### src/rtl/pc_fetch_stage_pkg.sv
// Shared constants for the fetch path: PC_Src encodings (also used by the PC control unit),
// the bubble encoding and the fetch FSM state type.
package pc_fetch_stage_pkg;

   localparam logic [1:0] PC_SRC_SEQ = 2'b00;
   localparam logic [1:0] PC_SRC_BR  = 2'b01;
   localparam logic [1:0] PC_SRC_JR  = 2'b10;
   localparam logic [1:0] PC_SRC_JMP = 2'b11;

   localparam logic [31:0] NOP_INSTR = 32'h0000_0000;

   typedef enum logic [1:0] {
      ST_BOOT  = 2'd0,
      ST_FETCH = 2'd1,
      ST_HOLD  = 2'd2
   } fetch_state_t;

   // A redirect only exists when Kill is paired with a non-sequential source.
   function automatic logic is_redirect(input logic kill, input logic [1:0] pc_src);
      return kill && (pc_src != PC_SRC_SEQ);
   endfunction

endpackage

### src/rtl/pc_fetch_stage_if.sv
// Bundle between the PC control unit / imem / decode side (master) and the fetch stage (slave).
interface pc_fetch_stage_if #(
   parameter int ADDR_W  = 32,
   parameter int INSTR_W = 32,
   parameter int CNT_W   = 16
);
   import pc_fetch_stage_pkg::*;

   // Kill and Stall are level signals sampled every rising edge; there is no ready back-pressure:
   // a Kill presented while Stall=1 is dropped and must be presented again by decode.
   logic [1:0]         PC_Src;
   logic               Kill;
   logic               Stall;
   logic [ADDR_W-1:0]  Branch_Target;
   logic [ADDR_W-1:0]  JR_Target;
   logic [ADDR_W-1:0]  Jump_Target;
   logic [INSTR_W-1:0] Imem_Instr;
   logic [ADDR_W-1:0]  Imem_Addr;
   logic [INSTR_W-1:0] IF_ID_Instr;
   logic [ADDR_W-1:0]  IF_ID_PC;
   logic [ADDR_W-1:0]  IF_ID_PCnext;
   logic               IF_ID_Valid;
   logic [CNT_W-1:0]   Kill_Cnt;
   logic [CNT_W-1:0]   Stall_Cnt;
   logic               Proto_Err;
   fetch_state_t       Fetch_State;

   modport master (
      output PC_Src, Kill, Stall, Branch_Target, JR_Target, Jump_Target, Imem_Instr,
      input  Imem_Addr, IF_ID_Instr, IF_ID_PC, IF_ID_PCnext, IF_ID_Valid,
             Kill_Cnt, Stall_Cnt, Proto_Err, Fetch_State
   );

   modport slave (
      input  PC_Src, Kill, Stall, Branch_Target, JR_Target, Jump_Target, Imem_Instr,
      output Imem_Addr, IF_ID_Instr, IF_ID_PC, IF_ID_PCnext, IF_ID_Valid,
             Kill_Cnt, Stall_Cnt, Proto_Err, Fetch_State
   );

endinterface

### src/rtl/pc_next_mux.sv
// Combinational next-PC source: sequential PC+PC_INC and the 4:1 target select on PC_Src.
module pc_next_mux
   import pc_fetch_stage_pkg::*;
#(
   parameter int unsigned ADDR_W = 32,
   parameter int unsigned PC_INC = 1
) (
   input  logic [ADDR_W-1:0] pc,
   input  logic [1:0]        pc_src,
   input  logic [ADDR_W-1:0] branch_target,
   input  logic [ADDR_W-1:0] jr_target,
   input  logic [ADDR_W-1:0] jump_target,
   output logic [ADDR_W-1:0] target,
   output logic [ADDR_W-1:0] pc_seq
);

   // Wraps silently modulo 2^ADDR_W.
   assign pc_seq = pc + ADDR_W'(PC_INC);

   always_comb begin
      target = pc_seq;
      case (pc_src)
         PC_SRC_BR:  target = branch_target;
         PC_SRC_JR:  target = jr_target;
         PC_SRC_JMP: target = jump_target;
         default:    target = pc_seq;
      endcase
   end

endmodule

### src/rtl/pc_fetch_stage.sv
// Fetch stage: owns the PC, drives imem, fills the IF/ID register and squashes the
// wrong-path slot on a redirect. Stall freezes everything and wins over Kill.
module pc_fetch_stage
   import pc_fetch_stage_pkg::*;
#(
   parameter int unsigned        ADDR_W    = 32,
   parameter int unsigned        INSTR_W   = 32,
   parameter int unsigned        CNT_W     = 16,
   parameter logic [ADDR_W-1:0]  RESET_PC  = '0,
   parameter int unsigned        PC_INC    = 1,
   parameter logic [INSTR_W-1:0] NOP_INSTR = INSTR_W'(pc_fetch_stage_pkg::NOP_INSTR)
) (
   input logic             clk,
   input logic             rst_n,
   pc_fetch_stage_if.slave bus
);

   fetch_state_t       state_q, state_d;
   logic [ADDR_W-1:0]  pc_q, pc_d;
   logic [INSTR_W-1:0] instr_q, instr_d;
   logic [ADDR_W-1:0]  if_pc_q, if_pc_d;
   logic [ADDR_W-1:0]  if_next_q, if_next_d;
   logic               valid_q, valid_d;
   logic [CNT_W-1:0]   kill_cnt_q, kill_cnt_d;
   logic [CNT_W-1:0]   stall_cnt_q, stall_cnt_d;
   logic               err_q, err_d;

   logic [ADDR_W-1:0]  target;
   logic [ADDR_W-1:0]  pc_seq;
   logic               redirect;

   pc_next_mux #(
      .ADDR_W (ADDR_W),
      .PC_INC (PC_INC)
   ) u_next_mux (
      .pc            (pc_q),
      .pc_src        (bus.PC_Src),
      .branch_target (bus.Branch_Target),
      .jr_target     (bus.JR_Target),
      .jump_target   (bus.Jump_Target),
      .target        (target),
      .pc_seq        (pc_seq)
   );

   assign redirect = is_redirect(bus.Kill, bus.PC_Src);

   always_ff @(posedge clk or negedge rst_n) begin
      if (!rst_n) begin
         state_q     <= ST_BOOT;
         pc_q        <= RESET_PC;
         instr_q     <= NOP_INSTR;
         if_pc_q     <= '0;
         if_next_q   <= '0;
         valid_q     <= 1'b0;
         kill_cnt_q  <= '0;
         stall_cnt_q <= '0;
         err_q       <= 1'b0;
      end else begin
         state_q     <= state_d;
         pc_q        <= pc_d;
         instr_q     <= instr_d;
         if_pc_q     <= if_pc_d;
         if_next_q   <= if_next_d;
         valid_q     <= valid_d;
         kill_cnt_q  <= kill_cnt_d;
         stall_cnt_q <= stall_cnt_d;
         err_q       <= err_d;
      end
   end

   always_comb begin
      state_d     = state_q;
      pc_d        = pc_q;
      instr_d     = instr_q;
      if_pc_d     = if_pc_q;
      if_next_d   = if_next_q;
      valid_d     = valid_q;
      kill_cnt_d  = kill_cnt_q;
      stall_cnt_d = stall_cnt_q;
      err_d       = err_q;

      case (state_q)
         ST_BOOT: begin
            // First edge out of reset only drops a bubble into IF/ID; inputs are not looked at.
            state_d = ST_FETCH;
            instr_d = NOP_INSTR;
            valid_d = 1'b0;
         end

         ST_FETCH, ST_HOLD: begin
            if (bus.Stall) begin
               state_d     = ST_HOLD;
               stall_cnt_d = (stall_cnt_q == '1) ? stall_cnt_q : stall_cnt_q + CNT_W'(1);
            end else begin
               state_d = ST_FETCH;
               if (redirect) begin
                  pc_d       = target;
                  instr_d    = NOP_INSTR;
                  valid_d    = 1'b0;
                  kill_cnt_d = (kill_cnt_q == '1) ? kill_cnt_q : kill_cnt_q + CNT_W'(1);
               end else begin
                  pc_d      = pc_seq;
                  instr_d   = bus.Imem_Instr;
                  if_pc_d   = pc_q;
                  if_next_d = pc_seq;
                  valid_d   = 1'b1;
                  // Kill with a sequential source is a control-unit bug; fetch proceeds anyway.
                  if (bus.Kill) begin
                     err_d = 1'b1;
                  end
               end
            end
         end

         default: begin
            state_d = ST_BOOT;
         end
      endcase
   end

   assign bus.Imem_Addr    = pc_q;
   assign bus.IF_ID_Instr  = instr_q;
   assign bus.IF_ID_PC     = if_pc_q;
   assign bus.IF_ID_PCnext = if_next_q;
   assign bus.IF_ID_Valid  = valid_q;
   assign bus.Kill_Cnt     = kill_cnt_q;
   assign bus.Stall_Cnt    = stall_cnt_q;
   assign bus.Proto_Err    = err_q;
   assign bus.Fetch_State  = state_q;

endmodule

### src/flat_wrapper.sv
// flat-port wrapper written by rule: the top's interface ports become plain ports
module pc_fetch_stage_flat import pc_fetch_stage_pkg::*;
#(
   parameter int unsigned        ADDR_W    = 32,
   parameter int unsigned        INSTR_W   = 32,
   parameter int unsigned        CNT_W     = 16,
   parameter logic [ADDR_W-1:0]  RESET_PC  = '0,
   parameter int unsigned        PC_INC    = 1,
   parameter logic [INSTR_W-1:0] NOP_INSTR = INSTR_W'(pc_fetch_stage_pkg::NOP_INSTR)
)
  (clk, rst_n, bus_PC_Src, bus_Kill, bus_Stall, bus_Branch_Target, bus_JR_Target, bus_Jump_Target, bus_Imem_Instr, bus_Imem_Addr, bus_IF_ID_Instr, bus_IF_ID_PC, bus_IF_ID_PCnext, bus_IF_ID_Valid, bus_Kill_Cnt, bus_Stall_Cnt, bus_Proto_Err, bus_Fetch_State);
  pc_fetch_stage_if #(.ADDR_W(ADDR_W), .INSTR_W(INSTR_W), .CNT_W(CNT_W)) bus_i ();
  input logic clk;
  input logic rst_n;
  input wire logic [$bits(bus_i.PC_Src)-1:0] bus_PC_Src;
  input wire logic [$bits(bus_i.Kill)-1:0] bus_Kill;
  input wire logic [$bits(bus_i.Stall)-1:0] bus_Stall;
  input wire logic [$bits(bus_i.Branch_Target)-1:0] bus_Branch_Target;
  input wire logic [$bits(bus_i.JR_Target)-1:0] bus_JR_Target;
  input wire logic [$bits(bus_i.Jump_Target)-1:0] bus_Jump_Target;
  input wire logic [$bits(bus_i.Imem_Instr)-1:0] bus_Imem_Instr;
  output wire logic [$bits(bus_i.Imem_Addr)-1:0] bus_Imem_Addr;
  output wire logic [$bits(bus_i.IF_ID_Instr)-1:0] bus_IF_ID_Instr;
  output wire logic [$bits(bus_i.IF_ID_PC)-1:0] bus_IF_ID_PC;
  output wire logic [$bits(bus_i.IF_ID_PCnext)-1:0] bus_IF_ID_PCnext;
  output wire logic [$bits(bus_i.IF_ID_Valid)-1:0] bus_IF_ID_Valid;
  output wire logic [$bits(bus_i.Kill_Cnt)-1:0] bus_Kill_Cnt;
  output wire logic [$bits(bus_i.Stall_Cnt)-1:0] bus_Stall_Cnt;
  output wire logic [$bits(bus_i.Proto_Err)-1:0] bus_Proto_Err;
  output wire logic [$bits(bus_i.Fetch_State)-1:0] bus_Fetch_State;
  assign bus_i.PC_Src = bus_PC_Src;
  assign bus_i.Kill = bus_Kill;
  assign bus_i.Stall = bus_Stall;
  assign bus_i.Branch_Target = bus_Branch_Target;
  assign bus_i.JR_Target = bus_JR_Target;
  assign bus_i.Jump_Target = bus_Jump_Target;
  assign bus_i.Imem_Instr = bus_Imem_Instr;
  assign bus_Imem_Addr = bus_i.Imem_Addr;
  assign bus_IF_ID_Instr = bus_i.IF_ID_Instr;
  assign bus_IF_ID_PC = bus_i.IF_ID_PC;
  assign bus_IF_ID_PCnext = bus_i.IF_ID_PCnext;
  assign bus_IF_ID_Valid = bus_i.IF_ID_Valid;
  assign bus_Kill_Cnt = bus_i.Kill_Cnt;
  assign bus_Stall_Cnt = bus_i.Stall_Cnt;
  assign bus_Proto_Err = bus_i.Proto_Err;
  assign bus_Fetch_State = bus_i.Fetch_State;
  pc_fetch_stage #(.ADDR_W(ADDR_W), .INSTR_W(INSTR_W), .CNT_W(CNT_W), .RESET_PC(RESET_PC), .PC_INC(PC_INC), .NOP_INSTR(NOP_INSTR)) u_core (.clk(clk), .rst_n(rst_n), .bus(bus_i));
endmodule
### config.mk
export PLATFORM = sky130hd
export DESIGN_NAME = pc_fetch_stage_flat
export DESIGN_NICKNAME = d
export VERILOG_FILES = /design/src/rtl/pc_fetch_stage_pkg.sv /design/src/rtl/pc_fetch_stage_if.sv /design/src/rtl/pc_next_mux.sv /design/src/rtl/pc_fetch_stage.sv /design/src/flat_wrapper.sv
export SDC_FILE = /design/constraint.sdc
export NUM_CORES = 1
export LEC_CHECK = 0
export CORE_MARGIN = 10
export CORE_UTILIZATION = 45
export CTS_CLUSTER_DIAMETER = 40
export DETAILED_ROUTE_END_ITERATION = 8
export PLACE_DENSITY = 0.77
export SLEW_MARGIN = 30
export SYNTH_ARGS = -nofsm -noshare
export SYNTH_HDL_FRONTEND = slang
export SYNTH_SLANG_ARGS = --single-unit
### constraint.sdc
create_clock -name clk -period 2.4 [get_ports clk]
set_input_delay 0.48 -clock clk [delete_from_list [all_inputs] [get_ports clk]]
set_output_delay 0.48 -clock clk [all_outputs]
set_load 0.01 [all_outputs]
Word level (Yosys, flattened, before mapping). Cells that the tools add are included.

Flip-flop bits (word level): 164. Logic and storage cells: 45.

$add $sub $neg: 3. Eq/ne operators: 8. Muxes and demuxes: 10. Bitwise gates (word level): 4. Reductions and logical operators: 11.

Operators by type and width (number): $mux W32 (3); $pmux W32 S3 (1); $pmux W32 S2 (1); $add A16 B1 Y16 const B (2); $add A32 B1 Y32 const B (1); $eq A16 B16 Y1 const B (2); $reduce_and A4 Y1 (2); $eq A2 B2 Y1 const B (3); $reduce_and A3 Y1 (2); $eq A2 B1 Y1 const B (2); $not A1 Y1 (4); $pmux W2 S2 (1); $reduce_and A2 Y1 (2); $reduce_bool A2 Y1 (2); $logic_not A2 Y1 (1); $mux W1 (2); $mux W2 (1); $ne A2 B2 Y1 const B (1); $pmux W1 S2 (1); $reduce_or A2 Y1 (1); $logic_and A1 B1 Y1 (1).

Depth between registers and ports, before layout.
Depth in word-level cells: 5. Gate-level depth with buffers: 10. Mapped depth without buffers: 8.

Modules after synthesis. A second synthesis with hierarchy kept.

Cell total of the unflattened synthesis: 763. Area, all modules: 7995.2 µm².

By module, submodules not included: pc_fetch_stage (times used 1, cells an instance 610, area an instance 6517.5 µm², seq. area each 4103.9 µm²); pc_next_mux (times used 1, cells an instance 153, area an instance 1477.7 µm², seq. area each 0.0 µm²).

Worst setup path before layout. No wires, ideal clock.

Path type: reg2reg. Start: register u_core.state_q[0], in the netlist u_core.bus.Fetch_State[0]. End: register u_core.if_pc_q[11], in the netlist u_core.bus.IF_ID_PC[11]. Setup time: 0.065 ns. Arrival time: 1.893 ns. Slack: 0.441 ns. Stages on the path, launching flop included: 11. Buffers on the path: 4. Cells stage by stage: dfrtp_1 inv_1 ha_1 nor2b_1 buf_2 nand2_1 buf_2 buf_2 buf_1 nand2_1 nand2_1.

Longest elaborated chain between the ends: 3.

Ends and longest elaborated chain: start, declared (line pc_fetch_stage.sv:18) `fetch_state_t state_q, state_d;`; start signal, assigned (line pc_fetch_stage.sv:59) `state_q <= state_d;`; $eq A2 B1 Y1 / $eq A2 B2 Y1 (equally long branches) (line pc_fetch_stage.sv:82) `case (state_q)`; $reduce_or A2 Y1 * (line pc_fetch_stage.sv:82); $reduce_and A3 Y1 (no line) *; end signal, assigned (line pc_fetch_stage.sv:62) `if_pc_q <= if_pc_d;`; end, declared (line pc_fetch_stage.sv:21) `logic [ADDR_W-1:0] if_pc_q, if_pc_d;`.

Every way passes the cells marked *; elsewhere a longest branch is shown, timed or not. A chain may end at the register's enable or synchronous reset.

Final worst setup path.
Start: register u_core.pc_q[10], in the netlist u_core.bus.Imem_Addr[10]. End: output port bus_Imem_Addr[10].

RTL lines: start, declared (line pc_fetch_stage.sv:19) `logic [ADDR_W-1:0] pc_q, pc_d;`; start signal, assigned (line pc_fetch_stage.sv:60) `pc_q <= pc_d;`; end, declared (line flat_wrapper.sv:22) `output wire logic [$bits(bus_i.Imem_Addr)-1:0] bus_Imem_Addr;`.

No word-level cell between the ends.

==> results.md <==
- Outcome: finished with violations
- Violated checks: negative hold slack
- Max-slew violations: 0
- Worst setup SP type: register
- Worst-path fanout max: 6
- Routed Antenna Nets: 0
- 1st-iter DRT viols: 633
- Cells after Synth: 852
- Number of global-route vias before repair: 7956
- Die outline area: 23900 um^2
- Final Hold Slack: -0.00717 ns
- DPL Wire Length: 22400 um
- Storage cell area: 4100 um^2
- Synthesized area: 8170 um^2
- Final Hold Fails: 5
- Power per Cell Area: 1160 nW/um^2
- Fmax achieved: 0.462 GHz
- VDD IR max: 1.00 mV
- Area grow syn2layout: 49.6%
- Final WL: 29100 um
- Pre-antenna DRT Iters: 7
- Yosys reg bits: 164
- CP arrival: 1.68 ns
- Worst-path cell chain: buf_4 > clkdlybuf4s50_1
- CTS tree: done
- Core area: 17900 um^2
- Part of the cycle the worst path needs: 90.1%
- Initial antenna violation count: 0
- Relative slew slack: 61.3%
- Post-layout min period: 2.16 ns
- Distinct cells, synth: 58
- Number of remaining DRC errors: 0
- Post-synth EDFFs: 0
- Max stage delay on crit path: 0.61 ns
- Pin count of the biggest net entering global routing: 59
- Setup CP Type: register to output port
- Min-delay worst type: input pin to async pin
- First-pass GRT wire length: 45600 um
- Top post-synthesis cells by area: dfrtp_1 (50%), nand2_1 (7.9%), a22o_1 (3.4%)
- Die Height: 155 um
- Top FF cell, synth: dfrtp_1
- Maxcap violations: 0
- Max Root-Sink Buffers: 2
- Port bufs: 297
- RSZ-0062 raised after global routing: false
- Worst Path Required: 1.92 ns
- Power Total: 14.1 mW
- Routed wire length per instance: 20.8 um
- Clock skew: 0.00856 ns
- Final layout net count: 1297
- Post-Syn Nets: 991
- Via count: 7768
- Routed vias/inst: 5.55
- Top delay family on crit path: buffers and inverters
- Fraction of registers with async set/reset: 100%
- Reg2reg end: u_core.bus.Imem_Addr[31]
- Synth top area share: 50.2%
- H-tree depth: 4
- Dominant cell type by area after synthesis: dfrtp_1
- Die width: 155 um
- Seq/Total Area, Yosys: 50.2%
- Number of clock sinks: 164
- Worst-skew pair later-pin latency: 0.43 ns
- Initial Utilization: 45.6%
- Reg2Reg Depth: 5
- CTS clk-pin slew, worst paths: 0.07 ns
- Total track usage: 23.9%
- TritonCTS Buffers: 17
- Site Rows: 49
- Post-Route Setup TNS: 0 ns
- Num ports: 298
- Worst slew pin tran: 0.580 ns
- Multi-input gate area: 3780 um^2
- Total number of yosys warnings: 0
- Leak: 5.29 nW
- Slowest cell on crit path: clkdlybuf4s50_1
- Syn avg cell area: 9.59 um^2
- Critical path buffer and inverter count: 2
- N_diodes: 0
- Fillcell total: 1439
- Share of layout cells above drive strength 1: 9.39%
- GP Congestion: 0.923
- Crit end category: output port
- Overflow after GRT: 0
- Final setup viols: 0
- R2r setup slk: 0.24 ns
- Root buf cell: clkbuf_16
- Reg2reg start: u_core.bus.Imem_Addr[4]
==> where the power goes <==
group	switching, mW	total (mW)	internal, mW
logic	3.30	6.73	3.43
registers	0.978	4.80	3.82
clock network	1.23	2.61	1.39
total	5.51	14.1	8.64
==> synth_stat cells (3+ instances only) <==
cell / n
a211o_1: 3
a211oi_1: 9
a21o_1: 4
a21oi_1: 34
a221oi_1: 7
a22o_1: 32
a31oi_1: 8
and2_1: 6
and3_1: 14
and4_1: 7
buf_1: 8
buf_2: 21
buf_4: 5
clkbuf_1: 25
dfrtp_1: 164
ha_1: 5
inv_1: 10
mux2_2: 10
mux2i_1: 25
nand2_1: 173
nand3_1: 30
nand4_1: 21
nand4_2: 3
nor2_1: 40
nor2b_1: 3
nor3_1: 16
nor4_1: 6
o21a_1: 4
o21ai_0: 48
o21ai_1: 9
o221a_1: 4
o22a_1: 7
o22ai_1: 4
or3_1: 3
xnor2_1: 31
xor2_1: 22
==> area by class of cell <==
class | instances | share of cell area, %
well taps | 229 | 2.34
clock inverters | 13 | 0.911
flip-flops and latches | 164 | 33.6
repair buffers | 347 | 28.3
multi-input cells | 618 | 30.9
clock buffers | 19 | 3.62
inverters | 10 | 0.307
==> worst max path at each step <==
stage | cells after the start | slack (ns) | end | from
5_1_grt | 5 | 0.06 | u_core.bus.Imem_Addr[25] | u_core.bus.Imem_Addr[2]
2_1_floorplan | 10 | 0.44 | u_core.bus.IF_ID_PC[11] | u_core.bus.Fetch_State[0]
3_5_place_dp | 5 | 0.15 | u_core.bus.Kill_Cnt[1] | bus_PC_Src[0]
3_3_place_gp | 7 | 0.15 | u_core.bus.Imem_Addr[22] | bus_PC_Src[0]
6_report | 2 | 0.24 | bus_Imem_Addr[10] | u_core.bus.Imem_Addr[10]
4_1_cts | 5 | 0.18 | u_core.bus.Imem_Addr[25] | u_core.bus.Imem_Addr[2]
==> layout by cell type (no fill, tap or decap), types with 5 or more instances in the layout <==
cell	instances
inv_6	8
nor2_1	40
a221oi_1	7
xnor2_1	31
ha_1	5
nand4_1	21
and2_1	6
nand3_1	30
clkbuf_16	17
buf_4	41
a22o_1	32
o21ai_1	8
buf_12	9
o21ai_0	48
dfrtp_1	164
a211oi_1	9
a21oi_1	33
nand2_1	172
xor2_1	22
mux2_2	10
nor3_1	16
and3_1	13
nor4_1	6
and4_1	7
inv_1	10
clkdlybuf4s50_1	295
o22a_1	7
mux2i_1	25
a31oi_1	8
==> layer usage <==
metal  part of all wire, %  GRT usage (%)  up-vias
li1                      -              -     3644
met3                   9.4           9.15       32
met1                    41           29.1     3764
met4                   1.7           5.94        0
met5                     0              0        -
met2                    48           39.1      328
==> what timing repair did <==
item,4_1_cts,5_1_grt
hold buffers,0,0
setup buffers,0,0
resized for setup,0,1
hold endpoints to repair,0,0
setup endpoints to repair,0,1
==> kinds of logic (layout without fill, tap and decap cells) <==
family	count (synthesis)	after routing	synth area share, %
and+or+nand+nor	334	334	19.2
AOI/OAI and AO/OA	191	191	15.9
DFF	164	164	50.2
buffers and inverters	70	389	3.78
xor gates and xnor gates	53	53	5.68
muxes	35	35	4.44
adders and majority gates	5	5	0.766
==> registers in the layout, summed over array words and instances, names as in the netlist <==
register and count:
u_core.bus.Fetch_State 2, u_core.bus.IF_ID_Instr 32, u_core.bus.IF_ID_PC 32, u_core.bus.IF_ID_PCnext 32, u_core.bus.IF_ID_Valid 1, u_core.bus.Imem_Addr 32, u_core.bus.Kill_Cnt 16, u_core.bus.Proto_Err 1
u_core.bus.Stall_Cnt 16
==> metrics by stage <==
step	instances	cell area, um^2	setup slack, ns	util (%)
after floorplan	852	8170	0.441	-
after global placement	1368	11700	0.148	65.2
after detailed placement	1368	11700	0.152	65.2
after CTS	1400	12200	0.177	68.3
after global routing	1400	12200	0.0561	68.3
final	1400	12200	0.237	68.3
Note: power is estimated with default switching activity, not from simulation.
